==> src/rtl/muldiv_seq.sv <==
// -----------------------------------------------------------------------------
// muldiv_seq
//
// Iterative WIDTH-bit multiply/divide unit. It performs one shift-add
// (multiply) or one restoring shift-subtract (divide) step per clock. Both
// sides use valid/ready handshakes. The unit is not pipelined: each operation
// takes WIDTH+2 cycles from accept to out_valid.
//
// Ports:
//   clk        system clock, rising edge
//   rst        asynchronous, active-high reset
//   in_valid   operands and op are valid
//   in_ready   unit can accept a new operation (state is IDLE)
//   op         00 MULU, 01 MULS, 10 DIVU, 11 DIVS
//   a          multiplicand / dividend
//   b          multiplier / divisor
//   out_valid  result is valid (state is DONE)
//   out_ready  consumer accepts the result
//   res_hi     MUL: upper product half, DIV: remainder
//   res_lo     MUL: lower product half, DIV: quotient
//   div0       result came from a divide by zero
//   ovf        result came from the signed divide overflow case
//   busy       state is not IDLE
// -----------------------------------------------------------------------------
module muldiv_seq #(
   parameter int WIDTH = 8
) (
   input  logic             clk,
   input  logic             rst,
   input  logic             in_valid,
   output logic             in_ready,
   input  logic [1:0]       op,
   input  logic [WIDTH-1:0] a,
   input  logic [WIDTH-1:0] b,
   output logic             out_valid,
   input  logic             out_ready,
   output logic [WIDTH-1:0] res_hi,
   output logic [WIDTH-1:0] res_lo,
   output logic             div0,
   output logic             ovf,
   output logic             busy
);

   localparam int CW = $clog2(WIDTH);
   localparam logic [CW-1:0]    LAST_STEP = CW'(WIDTH - 1);
   localparam logic [WIDTH-1:0] MIN_NEG   = {1'b1, {(WIDTH-1){1'b0}}};
   localparam logic [1:0]       OP_DIVS   = 2'b11;

   typedef enum logic [1:0] {
      IDLE = 2'b00,
      CALC = 2'b01,
      FIX  = 2'b10,
      DONE = 2'b11
   } state_e;

   state_e             state_q,      state_d;
   logic [1:0]         op_q,         op_d;
   logic [WIDTH-1:0]   opd_q,        opd_d;      // multiplicand (MUL) or divisor (DIV) magnitude
   logic [2*WIDTH-1:0] acc_q,        acc_d;      // MUL: {hi, lo} product, DIV: {rem, quo}
   logic [CW-1:0]      cnt_q,        cnt_d;
   logic               neg_res_q,    neg_res_d;  // negate product / quotient in FIX
   logic               neg_rem_q,    neg_rem_d;  // negate remainder in FIX
   logic               ovf_case_q,   ovf_case_d;
   logic [WIDTH-1:0]   a_raw_q,      a_raw_d;    // dividend as given, returned on divide by zero
   logic [WIDTH-1:0]   res_hi_q,     res_hi_d;
   logic [WIDTH-1:0]   res_lo_q,     res_lo_d;
   logic               div0_q,       div0_d;
   logic               ovf_q,        ovf_d;

   // Operand magnitudes. -2^(W-1) negates to itself, which read as unsigned
   // is exactly 2^(W-1), so no extra bit is needed.
   logic [WIDTH-1:0] a_mag, b_mag;
   assign a_mag = (op[0] && a[WIDTH-1]) ? -a : a;
   assign b_mag = (op[0] && b[WIDTH-1]) ? -b : b;

   // One multiply step: conditional add into the upper half, carry kept, then
   // the whole 2W-bit accumulator shifts right by one.
   logic [WIDTH:0]       mul_sum;
   logic [2*WIDTH-1:0]   mul_step;
   assign mul_sum  = {1'b0, acc_q[2*WIDTH-1:WIDTH]} + {1'b0, opd_q};
   assign mul_step = acc_q[0] ? {mul_sum, acc_q[WIDTH-1:1]}
                              : {1'b0, acc_q[2*WIDTH-1:1]};

   // One restoring divide step. The shifted remainder is W+1 bits; as the
   // remainder stays below the divisor, bit W of the W+1-bit difference is a
   // reliable borrow flag.
   logic [WIDTH:0]       div_trial;
   logic                 div_ok;
   logic [2*WIDTH-1:0]   div_step;
   assign div_trial = acc_q[2*WIDTH-1:WIDTH-1] - {1'b0, opd_q};
   assign div_ok    = ~div_trial[WIDTH];
   assign div_step  = {(div_ok ? div_trial[WIDTH-1:0] : acc_q[2*WIDTH-2:WIDTH-1]),
                       acc_q[WIDTH-2:0], div_ok};

   // Sign fix-up of the unsigned results.
   logic [2*WIDTH-1:0] prod_fix;
   logic [WIDTH-1:0]   quo_fix, rem_fix;
   assign prod_fix = neg_res_q ? -acc_q : acc_q;
   assign quo_fix  = neg_res_q ? -acc_q[WIDTH-1:0] : acc_q[WIDTH-1:0];
   assign rem_fix  = neg_rem_q ? -acc_q[2*WIDTH-1:WIDTH] : acc_q[2*WIDTH-1:WIDTH];

   always_comb begin
      // NOTE: every next-state variable takes its held value first, so no
      // branch below can leave one unassigned and infer a latch.
      state_d    = state_q;
      op_d       = op_q;
      opd_d      = opd_q;
      acc_d      = acc_q;
      cnt_d      = cnt_q;
      neg_res_d  = neg_res_q;
      neg_rem_d  = neg_rem_q;
      ovf_case_d = ovf_case_q;
      a_raw_d    = a_raw_q;
      res_hi_d   = res_hi_q;
      res_lo_d   = res_lo_q;
      div0_d     = div0_q;
      ovf_d      = ovf_q;

      unique case (state_q)
         IDLE: begin
            if (in_valid) begin
               op_d       = op;
               // MUL: multiplier sits in the low half and is consumed LSB first.
               // DIV: dividend sits in the low half and is shifted out MSB first.
               opd_d      = op[1] ? b_mag : a_mag;
               acc_d      = {{WIDTH{1'b0}}, (op[1] ? a_mag : b_mag)};
               cnt_d      = '0;
               neg_res_d  = op[0] & (a[WIDTH-1] ^ b[WIDTH-1]);
               neg_rem_d  = op[0] & a[WIDTH-1];
               ovf_case_d = (op == OP_DIVS) && (a == MIN_NEG) && (b == '1);
               a_raw_d    = a;
               div0_d     = 1'b0;
               ovf_d      = 1'b0;
               state_d    = CALC;
            end
         end
         CALC: begin
            acc_d = op_q[1] ? div_step : mul_step;
            cnt_d = cnt_q + CW'(1);
            if (cnt_q == LAST_STEP) begin
               state_d = FIX;
            end
         end
         FIX: begin
            if (!op_q[1]) begin
               {res_hi_d, res_lo_d} = prod_fix;
            end else if (opd_q == '0) begin
               // Divide by zero: fixed result regardless of signedness.
               res_hi_d = a_raw_q;
               res_lo_d = '1;
               div0_d   = 1'b1;
            end else begin
               // The overflow case falls out of the magnitude path: 2^(W-1)/1
               // with equal signs gives MIN_NEG and remainder 0.
               res_hi_d = rem_fix;
               res_lo_d = quo_fix;
               ovf_d    = ovf_case_q;
            end
            state_d = DONE;
         end
         DONE: begin
            if (out_ready) begin
               state_d = IDLE;
            end
         end
         default: state_d = IDLE;
      endcase
   end

   // NOTE: state registers use non-blocking assignments so every flop samples
   // the pre-edge values regardless of process ordering.
   always_ff @(posedge clk or posedge rst) begin
      if (rst) begin
         state_q    <= IDLE;
         op_q       <= '0;
         opd_q      <= '0;
         acc_q      <= '0;
         cnt_q      <= '0;
         neg_res_q  <= 1'b0;
         neg_rem_q  <= 1'b0;
         ovf_case_q <= 1'b0;
         a_raw_q    <= '0;
         res_hi_q   <= '0;
         res_lo_q   <= '0;
         div0_q     <= 1'b0;
         ovf_q      <= 1'b0;
      end else begin
         state_q    <= state_d;
         op_q       <= op_d;
         opd_q      <= opd_d;
         acc_q      <= acc_d;
         cnt_q      <= cnt_d;
         neg_res_q  <= neg_res_d;
         neg_rem_q  <= neg_rem_d;
         ovf_case_q <= ovf_case_d;
         a_raw_q    <= a_raw_d;
         res_hi_q   <= res_hi_d;
         res_lo_q   <= res_lo_d;
         div0_q     <= div0_d;
         ovf_q      <= ovf_d;
      end
   end

   // All outputs come straight from registers.
   assign in_ready  = (state_q == IDLE);
   assign out_valid = (state_q == DONE);
   assign busy      = (state_q != IDLE);
   assign res_hi    = res_hi_q;
   assign res_lo    = res_lo_q;
   assign div0      = div0_q;
   assign ovf       = ovf_q;

endmodule

==> config.mk <==
export PLATFORM = sky130hd
export DESIGN_NAME = muldiv_seq
export DESIGN_NICKNAME = d
export VERILOG_FILES = /design/src/rtl/muldiv_seq.sv
export SDC_FILE = /design/constraint.sdc
export NUM_CORES = 1
export LEC_CHECK = 0
export ABC_AREA = 1
export ABC_CLOCK_PERIOD_IN_PS = 2160
export BUFFER_PORTS_ARGS = -buffer_cell sky130_fd_sc_hd__buf_2
export CAP_MARGIN = 20
export CORE_MARGIN = 2
export CORE_UTILIZATION = 55
export CTS_CLUSTER_DIAMETER = 100
export DETAILED_ROUTE_END_ITERATION = 10
export PLACE_DENSITY = 0.78
export SETUP_SLACK_MARGIN = 0.2
export SYNTH_ARGS = -nofsm -noshare
export SYNTH_HDL_FRONTEND = slang
export SYNTH_SLANG_ARGS = --single-unit
==> constraint.sdc <==
create_clock -name clk -period 2.16 [get_ports clk]
set_clock_uncertainty 0.2 [all_clocks]
set_input_delay 0.108 -clock clk [delete_from_list [all_inputs] [get_ports clk]]
set_output_delay 0.108 -clock clk [all_outputs]
set_load 0.01 [all_outputs]
==> impl_metrics.toml, run 1 <==
[global_route]
grt_max_degree = 60
first_global_vias = 4789
antenna_found_initial = 0
grt_pass1_wl_microns = 22560
overflow = 0
grt_util_all_layers_pct = 32.68

[synth]
synthTopCellsByArea = "dfrtp_1 32%, nand2_1 15%, nand3_1 8.0%, ha_1 7.3%, inv_1 5.9%"
synth_xor_area_share_pct = 4.181
synth-simple-area-share_pct = 31.69
syn_nets = 717
synth.avg_cell_area_sq_um = 6.919
synth_ff_type = "dfrtp_1"
synth_top_family_by_area = "simple AND/OR/NAND/NOR gates"
yosysWarnings = 0
synthAdderAreaFrac_pct = 8.200
synthArstFlopShare_pct = 100.0
yosysSeqAreaShare_pct = 32.04
synth-compound-area-share_pct = 14.77
muxShareOfSynthArea_pct = 0
synth_top_area_share_pct = 32.04
post_synth_instance_area_sq_um = 4608
synthCells = 666
yosysTopAreaCell = "dfrtp_1"
ys_top_cells_by_count = "185 x nand2_1, 74 x nand3_1, 73 x inv_1"
synth-edff-count = 0
ys_ff_latch = 59
synthDistinctLibCells = 40
yosysMostFrequentCell = "nand2_1"

[route]
dr_total_vias = 5014
first_pass_iters = 5
viasPerCell = 5.776
drc_errors = 0
finalWirelength_microns = 14260
wl_per_cell_microns = 16.43
ant_nets = 0
drt_iter0_drc = 515

[finish]
nets = 809
n_fill_cell = 680
syn_to_final_growth_pct = 24.33
multi_input_area_sq_um = 2879
drive_above_1_share_pct = 20.84
seq_area_sq_um = 1480
antenna_cells = 0

[floorplan]
die_h_microns = 95.54
start_util_pct = 56.37
rows = 33
die_w_microns = 95.54
ioPinCount = 43
fp.dieArea_sq_um = 9127
core_area_sq_um = 8175

[clock_tree]
clock-sinks = 59
clkTransAtPathRegs_ns = 0.08
clock_latency_ns = 0.36
h-tree-depth = 3
cts_max_path_buffers = 2
cts-root-buf = "clkbuf_8"
cts_made_buffers = 9
cts_tree = "built"

[sta]
fin_hold_ws_ns = 0.004964
final.min_clock_period_ns = 2.136
slew_violations = 0
finalSetupViolCount = 0
tightest_slew_ns = 0.4253
hold_viol = 0
slew_headroom_pct = 71.64
min_period_over_period_pct = 98.88
rsz0062_at_grt = "true"
fmax_ghz = 0.4682
tns_ns = 0

[critical_path]
crit_path_start = "acc_q[7]"
crit_fanout = 7
reg2reg_depth = 14
crit_path_top_delay_cell = "dfrtp_1"
cp_data_arrival_time_ns = 2.19
crit_buf_inv = 2
path_cells = "clkinv_2, ha_4, inv_2, fa_2, nand2_2, nand2_4, nand3_4, nand2_2, nand2_4, nand2_8, nand2_1, nand3_1, nand3_1, nand2_1"
crit_type = "flip-flop to flip-flop"
r2r_end = "acc_q[9]"
reg2reg_from = "acc_q[7]"
end_kind = "flip-flop"
cp.required_ns = 2.21
slowest_delay_ns = 0.40
cp-start-kind = "flip-flop"
path_delay_family = "simple AND/OR/NAND/NOR gates"
ff2ff_setup_slack_ns = 0.02

[pwr]
leakagePower_uw = 0.002878
vdd_drop_max_uv = 790.5
powerDensity_nw_per_um2 = 1605

[placement]
dp.final_hpwl_microns = 10310
gp_congestion = 0.9677
portBuffers = 42

[min_path]
hold_depth = 3
worstHoldStart = "b[0]"
min_to = "opd_q[0]"
hold_class = "input pin to flip-flop"

[job]
max_cap_violations = 0

[status]
outcome = "completed"
-- flip-flops by register name (all words and copies together), names as in the netlist, 2 cells and up --
register and cells:
a_raw_q 8, acc_q 16, cnt_q 3, opd_q 8, res_hi 8, res_lo 8
state_q 2
-- layout make-up --
cell class / instances / area share [%]
flip-flops and latches: 59 / 25.84
clock inverters: 7 / 1.747
multi-input cells: 509 / 50.25
inverters: 78 / 5.219
well taps: 105 / 2.293
clock buffers: 9 / 2.162
repair buffers: 101 / 12.49
-- per-stage QoR --
step           cell area [sq um]  setup slack, ns  utilization, %  cells  total power [uW]
2_1_floorplan               4639           0.1674               -    666              5792
3_3_place_gp                5091          0.04619           62.27    822              7186
3_5_place_dp                5091          0.02950           62.27    822              7343
4_1_cts                     5565          0.08495           68.07    861              8721
5_1_grt                     5729         -0.07547           70.08    868              9944
6_report                    5729          0.02418           70.08    868              9197
-- repair_timing --
action | 4_1_cts | 5_1_grt
cloned | 0 | 1
gates resized for setup | 9 | 29
pin swaps | 5 | 14
setup buffers | 8 | 6
setup endpoints to repair | 22 | 33
hold buffers | 15 | 0
hold endpoints to repair | 78 | 0
-- placed cells by master (no fill, tap or decap), drive strengths merged, types with 3 or more instances in the layout --
master,instances
nand3,76
inv,79
o221ai,3
o211ai,7
nand2,190
nor3,4
or2,3
clkinv,4
nand4,5
dfrtp,59
nor2,51
clkbuf,9
buf,86
a22oi,4
ha,27
nand3b,6
xor2,20
o22ai,3
a21oi,51
o21ai,49
dlygate4sd3,15
-- worst reg2reg max path, delay by kind of cell (launching register included) --
family                     cells  cell delay (ns)
and+or+nand+nor               10             0.85
adders and majority gates      2             0.46
DFF                            1             0.40
buffers and inverters          2             0.11
-- routing by layer --
| metal | wire length [microns] | track usage (%) | vias to the layer above |
|---|---|---|---|
| met3 | 985 | 6.877 | 49 |
| met2 | 6854 | 53.61 | 231 |
| met5 | 0 | 0 | - |
| li1 | - | - | 2377 |
| met1 | 5887 | 41.18 | 2357 |
| met4 | 532 | 15.12 | 0 |
-- how the worst max path moves through the flow --
stage | cells past startpoint | slack, ns | end
detailed placement | 9 | 0.03 | res_hi[7]
global route | 14 | -0.08 | acc_q[9]
floorplan | 14 | 0.17 | acc_q[12]
CTS | 14 | 0.08 | acc_q[9]
finish | 14 | 0.02 | acc_q[9]
global placement | 9 | 0.05 | res_hi[7]
-- logic make-up (layout without fill, tap and decap cells) --
family / Yosys count / in the layout
fa+ha+maj: 29 / 29
compound gates: 122 / 122
simple gates: 335 / 336
flops: 59 / 59
xor+xnor: 22 / 22
buf+inv: 99 / 195
-- report_power, final --
group | total (uW) | switching (uW) | internal, uW
Sequential | 2050 | 436 | 1620
Combinational | 5950 | 3650 | 2310
Clock | 1190 | 533 | 659
Total | 9200 | 4620 | 4580
(Power assumes the default switching activity.)
==> run 2, diff against run 1 <==
--- a/config.mk
+++ b/config.mk
@@ -9,10 +9,10 @@
 export ABC_CLOCK_PERIOD_IN_PS = 2160
 export BUFFER_PORTS_ARGS = -buffer_cell sky130_fd_sc_hd__buf_2
 export CAP_MARGIN = 20
-export CORE_MARGIN = 2
 export CORE_UTILIZATION = 55
 export CTS_CLUSTER_DIAMETER = 100
 export DETAILED_ROUTE_END_ITERATION = 10
+export HOLD_SLACK_MARGIN = 0.05
 export PLACE_DENSITY = 0.78
 export SETUP_SLACK_MARGIN = 0.2
 export SYNTH_ARGS = -nofsm -noshare
==> impl_metrics.toml, run 2 (synthesis gave the netlist of run 1 again) <==
[status]
outcome = "complete, but fails checks"
violations = "setup timing"

[placement]
portBuffers = 42
gp_congestion = 0.9523
dp.final_hpwl_microns = 10630
pre_cts_ws_ns = 0.005278

[sta]
tns_ns = -0.007605
tightest_slew_ns = 0.5956
fmax_ghz = 0.4613
slew_headroom_pct = 60.23
fin_hold_ws_ns = 0.09842
final.min_clock_period_ns = 2.168
rsz0062_at_grt = "true"
slew_violations = 0
min_period_over_period_pct = 100.4
fin_ws_ns = -0.007605
finalSetupViolCount = 1
hold_viol = 0

[critical_path]
crit_type = "flip-flop to flip-flop"
ff2ff_setup_slack_ns = -0.008
end_kind = "flip-flop"
slowest_delay_ns = 0.40
cp.required_ns = 2.24
path_cells = "clkinv_2, ha_4, inv_4, fa_2, nand2_4, nand2_4, nand3_4, nand3_4, buf_12, nand2_8, nand2_1, nand3_1, nand3_1, nand2_1"
cp_data_arrival_time_ns = 2.25
reg2reg_depth = 14
cp-start-kind = "flip-flop"
crit_path_top_delay_cell = "dfrtp_1"
crit_fanout = 5

[min_path]
hold_class = "input pin to flip-flop"
hold_depth = 5

[route]
wl_per_cell_microns = 16.25
ant_nets = 0
viasPerCell = 5.645
drc_errors = 0
drt_iter0_drc = 422
dr_total_vias = 4934
first_pass_iters = 7
finalWirelength_microns = 14200

[finish]
syn_to_final_growth_pct = 26.45
final_common_cell = "nand2_1"
multi_input_area_sq_um = 2950
regMostFlops = "acc_q"
final_cell_mix = "176 x nand2_1, 66 x inv_1, 63 x nand3_1, 57 x dfrtp_1, 48 x a21oi_1"
n_fill_cell = 657
largest_reg_flops = 16
antenna_cells = 0
seq_area_sq_um = 1479
nets = 815
drive_above_1_share_pct = 21.98

[floorplan]
rows = 33
start_util_pct = 56.37
core_area_sq_um = 8175
fp.dieArea_sq_um = 8749
die_h_microns = 93.54
die_w_microns = 93.54
ioPinCount = 43

[job]
max_cap_violations = 0

[global_route]
antenna_found_initial = 0
overflow = 0
grt_pass1_wl_microns = 22610
grt_max_degree = 33
grt_util_all_layers_pct = 34.03
first_global_vias = 4736

[clock_tree]
cts-root-buf = "clkbuf_8"
clkTransAtPathRegs_ns = 0.07
cts_made_buffers = 9
clock-sinks = 59
clock_latency_ns = 0.36
h-tree-depth = 3
cts_tree = "built"
cts_max_path_buffers = 2

[pwr]
vdd_drop_max_uv = 827.5
powerDensity_nw_per_um2 = 1583
leakagePower_uw = 0.002926
run 2: stage by stage:
| step | std cells | utilization, % | total power [uW] | area, sq um |
|---|---|---|---|---|
| floorplan | 666 | - | 5792 | 4639 |
| global placement | 826 | 62.64 | 7285 | 5121 |
| detailed placement | 826 | 62.64 | 7410 | 5121 |
| CTS | 865 | 67.95 | 8516 | 5555 |
| global route | 874 | 71.27 | 9967 | 5827 |
| finish | 874 | 71.27 | 9223 | 5827 |
run 2: worst paths after layout:
path | start | endpoint
max | acc_q[7] | acc_q[8]
min | b[4] | opd_q[4]
max reg2reg | acc_q[7] | acc_q[8]
min reg2reg | res_lo[0] | res_lo[0]
max in group asynchronous | rst | acc_q[9]
min in group asynchronous | rst | state_q[0]
run 2: per-layer routing:
| layer | vias up | track usage, % | wire length (microns) |
|---|---|---|---|
| li1 | 2390 | - | - |
| met1 | 2289 | 42.36 | 5973 |
| met2 | 212 | 56.13 | 6741 |
| met3 | 43 | 7.154 | 986 |
| met4 | 0 | 16.28 | 500 |
| met5 | - | 0 | 0 |
run 2: final cells by class:
| class | instances | area share, % |
|---|---|---|
| Multi-Input combinational cell | 509 | 50.63 |
| Sequential cell | 59 | 25.38 |
| Timing Repair Buffer | 107 | 13.40 |
| Inverter | 78 | 5.132 |
| Clock buffer | 10 | 2.362 |
| Tap cell | 105 | 2.255 |
| Clock inverter | 6 | 0.8374 |
run 2: worst max-delay path, delay by kind of cell, from the launching register on:
kind	cells	cell delay, ns
simple gates	9	0.69
buf+inv	3	0.29
flops	1	0.40
fa+ha+maj	2	0.51
run 2: power breakdown:
part           leakage, uW  internal (uW)  switching (uW)
Combinational      0.00212           2410            3800
Clock            0.0000851            454             510
Sequential        0.000723           1620             432
run 2: timing repair:
item,CTS,global route
setup endpoints to repair,17,31
endpoints found under the hold margin,57,0
resized for setup,6,53
pin swaps,1,18
hold buffers,20,0
setup buffers,3,8
cloned,0,1
==> run 3, diff against run 2 <==
--- a/config.mk
+++ b/config.mk
@@ -6,14 +6,14 @@
 export NUM_CORES = 1
 export LEC_CHECK = 0
 export ABC_AREA = 1
-export ABC_CLOCK_PERIOD_IN_PS = 2160
+export ABC_CLOCK_PERIOD_IN_PS = 2500
 export BUFFER_PORTS_ARGS = -buffer_cell sky130_fd_sc_hd__buf_2
 export CAP_MARGIN = 20
-export CORE_UTILIZATION = 55
+export CORE_UTILIZATION = 65
 export CTS_CLUSTER_DIAMETER = 100
 export DETAILED_ROUTE_END_ITERATION = 10
 export HOLD_SLACK_MARGIN = 0.05
-export PLACE_DENSITY = 0.78
+export PLACE_DENSITY = 0.86
 export SETUP_SLACK_MARGIN = 0.2
 export SYNTH_ARGS = -nofsm -noshare
 export SYNTH_HDL_FRONTEND = slang
==> constraint.sdc (replaced) <==
create_clock -name clk -period 2.5 [get_ports clk]
set_clock_uncertainty 0.2 [all_clocks]
set_input_delay 0.125 -clock clk [delete_from_list [all_inputs] [get_ports clk]]
set_output_delay 0.125 -clock clk [all_outputs]
set_load 0.01 [all_outputs]
==> impl_metrics.toml, run 3 (synthesis gave the netlist of run 1 again) <==
[finish]
regMostFlops = "acc_q"
final_common_cell = "nand2_1"
antenna_cells = 0
nets = 788
final_cell_mix = "182 x nand2_1, 74 x nand3_1, 72 x inv_1, 57 x dfrtp_1, 49 x a21oi_1"
syn_to_final_growth_pct = 16.78
drive_above_1_share_pct = 14.56
largest_reg_flops = 16
n_fill_cell = 527

[sta]
tns_ns = 0
finalSetupViolCount = 0
slew_violations = 0
hold_viol = 0
fmax_ghz = 0.4545
slew_headroom_pct = 55.91
tightest_slew_ns = 0.6604
min_period_over_period_pct = 88.01
rsz0062_at_grt = "true"
final.min_clock_period_ns = 2.200

[critical_path]
path_cells = "ha_1, fa_1, nand2_1, nand2_1, nand3b_1, nand2_1, nand2_1, nand3_1, a21oi_1, nand2_1, nand2_1"
cp_data_arrival_time_ns = 2.30
end_kind = "flip-flop"
crit_type = "flip-flop to flip-flop"
crit_path_top_delay_cell = "dfrtp_2"
slowest_delay_ns = 0.45
crit_fanout = 4
cp.required_ns = 2.59
crit_buf_inv = 0
crit_top_cell = "nand2_1"
path_delay_family = "simple AND/OR/NAND/NOR gates"
cp-start-kind = "flip-flop"

[global_route]
overflow = 0
first_global_vias = 4850
grt_max_degree = 31
grt_pass1_wl_microns = 22440
antenna_found_initial = 0
grt_util_all_layers_pct = 39.42

[route]
drt_iter0_drc = 500
dr_total_vias = 5003
ant_nets = 0
finalWirelength_microns = 13730
wl_per_cell_microns = 16.39
drc_errors = 0
viasPerCell = 5.970
first_pass_iters = 5

[placement]
gp_congestion = 1.017
portBuffers = 42
dp.final_hpwl_microns = 9985

[clock_tree]
cts_max_path_buffers = 2
clkTransAtPathRegs_ns = 0.08
clock_latency_ns = 0.36
cts_made_buffers = 9
h-tree-depth = 3
cts-root-buf = "clkbuf_8"
clock-sinks = 59
cts_tree = "built"

[pwr]
powerDensity_nw_per_um2 = 1356
leakagePower_uw = 0.002748
fin_total_pwr_uw = 7298
vdd_drop_max_uv = 782.5

[min_path]
hold_class = "input pin to flip-flop"

[floorplan]
start_util_pct = 67.45
core_area_sq_um = 6832
die_w_microns = 86.20
ioPinCount = 43
rows = 30
die_h_microns = 86.20
fp.dieArea_sq_um = 7430

[job]
max_cap_violations = 0

[status]
outcome = "completed"
-- run 3: what timing repair did --
item	CTS	global route
hold buffers	19	0
setup endpoints to repair	0	9
endpoints found under the hold margin	51	0
resized for setup	0	9
setup buffers	0	3
-- run 3: cell type report --
type	count	area (sq um)	area share (%)
tap	96	120.1	2.232
clock inverter	6	65.06	1.209
multi-input combinational	509	2744	50.99
clock buffer	10	137.6	2.558
inverter	78	292.8	5.441
timing repair buffer	80	543.0	10.09
sequential	59	1479	27.48
-- run 3: per-stage QoR --
stage	util [%]	instances	hold WS, ns	worst slack (ns)	instance area [sq um]
after floorplan	-	666	0.07023	0.3705	4608
after global placement	72.18	799	0.03698	0.3128	4931
after detailed placement	72.18	799	0.04697	0.2370	4931
after CTS	77.93	834	0.05009	0.2000	5324
after global routing	78.77	838	0.1207	0.1795	5381
final	78.77	838	0.06132	0.2998	5381
-- run 3: worst register-to-register path, cell delays in order, from the launching register on --
cell and delay (ns):
dfrtp_2 0.45, ha_1 0.23, fa_1 0.41, nand2_1 0.11, nand2_1 0.07, nand3b_1 0.11
nand2_1 0.06, nand2_1 0.06, nand3_1 0.09, a21oi_1 0.19, nand2_1 0.09, nand2_1 0.07
-- run 3: final timing paths --
path / from / endpoint / slack, ns / depth (start not counted)
worst max-delay path: acc_q[8] / acc_q[13] / 0.30 / 11
worst min-delay path: in_valid / state_q[0] / 0.06 / 4
worst max register to register: acc_q[8] / acc_q[13] / 0.30 / 11
worst min register to register: res_lo[1] / res_lo[1] / 0.30 / 2
max in group asynchronous: rst / acc_q[12] / 1.20 / 4
min in group asynchronous: rst / state_q[0] / 0.21 / 3
-- run 3: power by group --
part           internal, uW  leakage [uW]  switching [uW]  total (uW)
registers              1390      0.000723             435        1830
logic                  1690       0.00192            2880        4560
clock network           487      0.000102             420         906
-- run 3: per-layer routing --
layer / track usage, % / vias to the layer above / share of wire [%]
met5: 0 / - / 0
met4: 25.15 / 0 / 5.3
met3: 7.238 / 80 / 9.5
met2: 64.79 / 330 / 47
met1: 47.84 / 2263 / 38
li1: - / 2330 / -
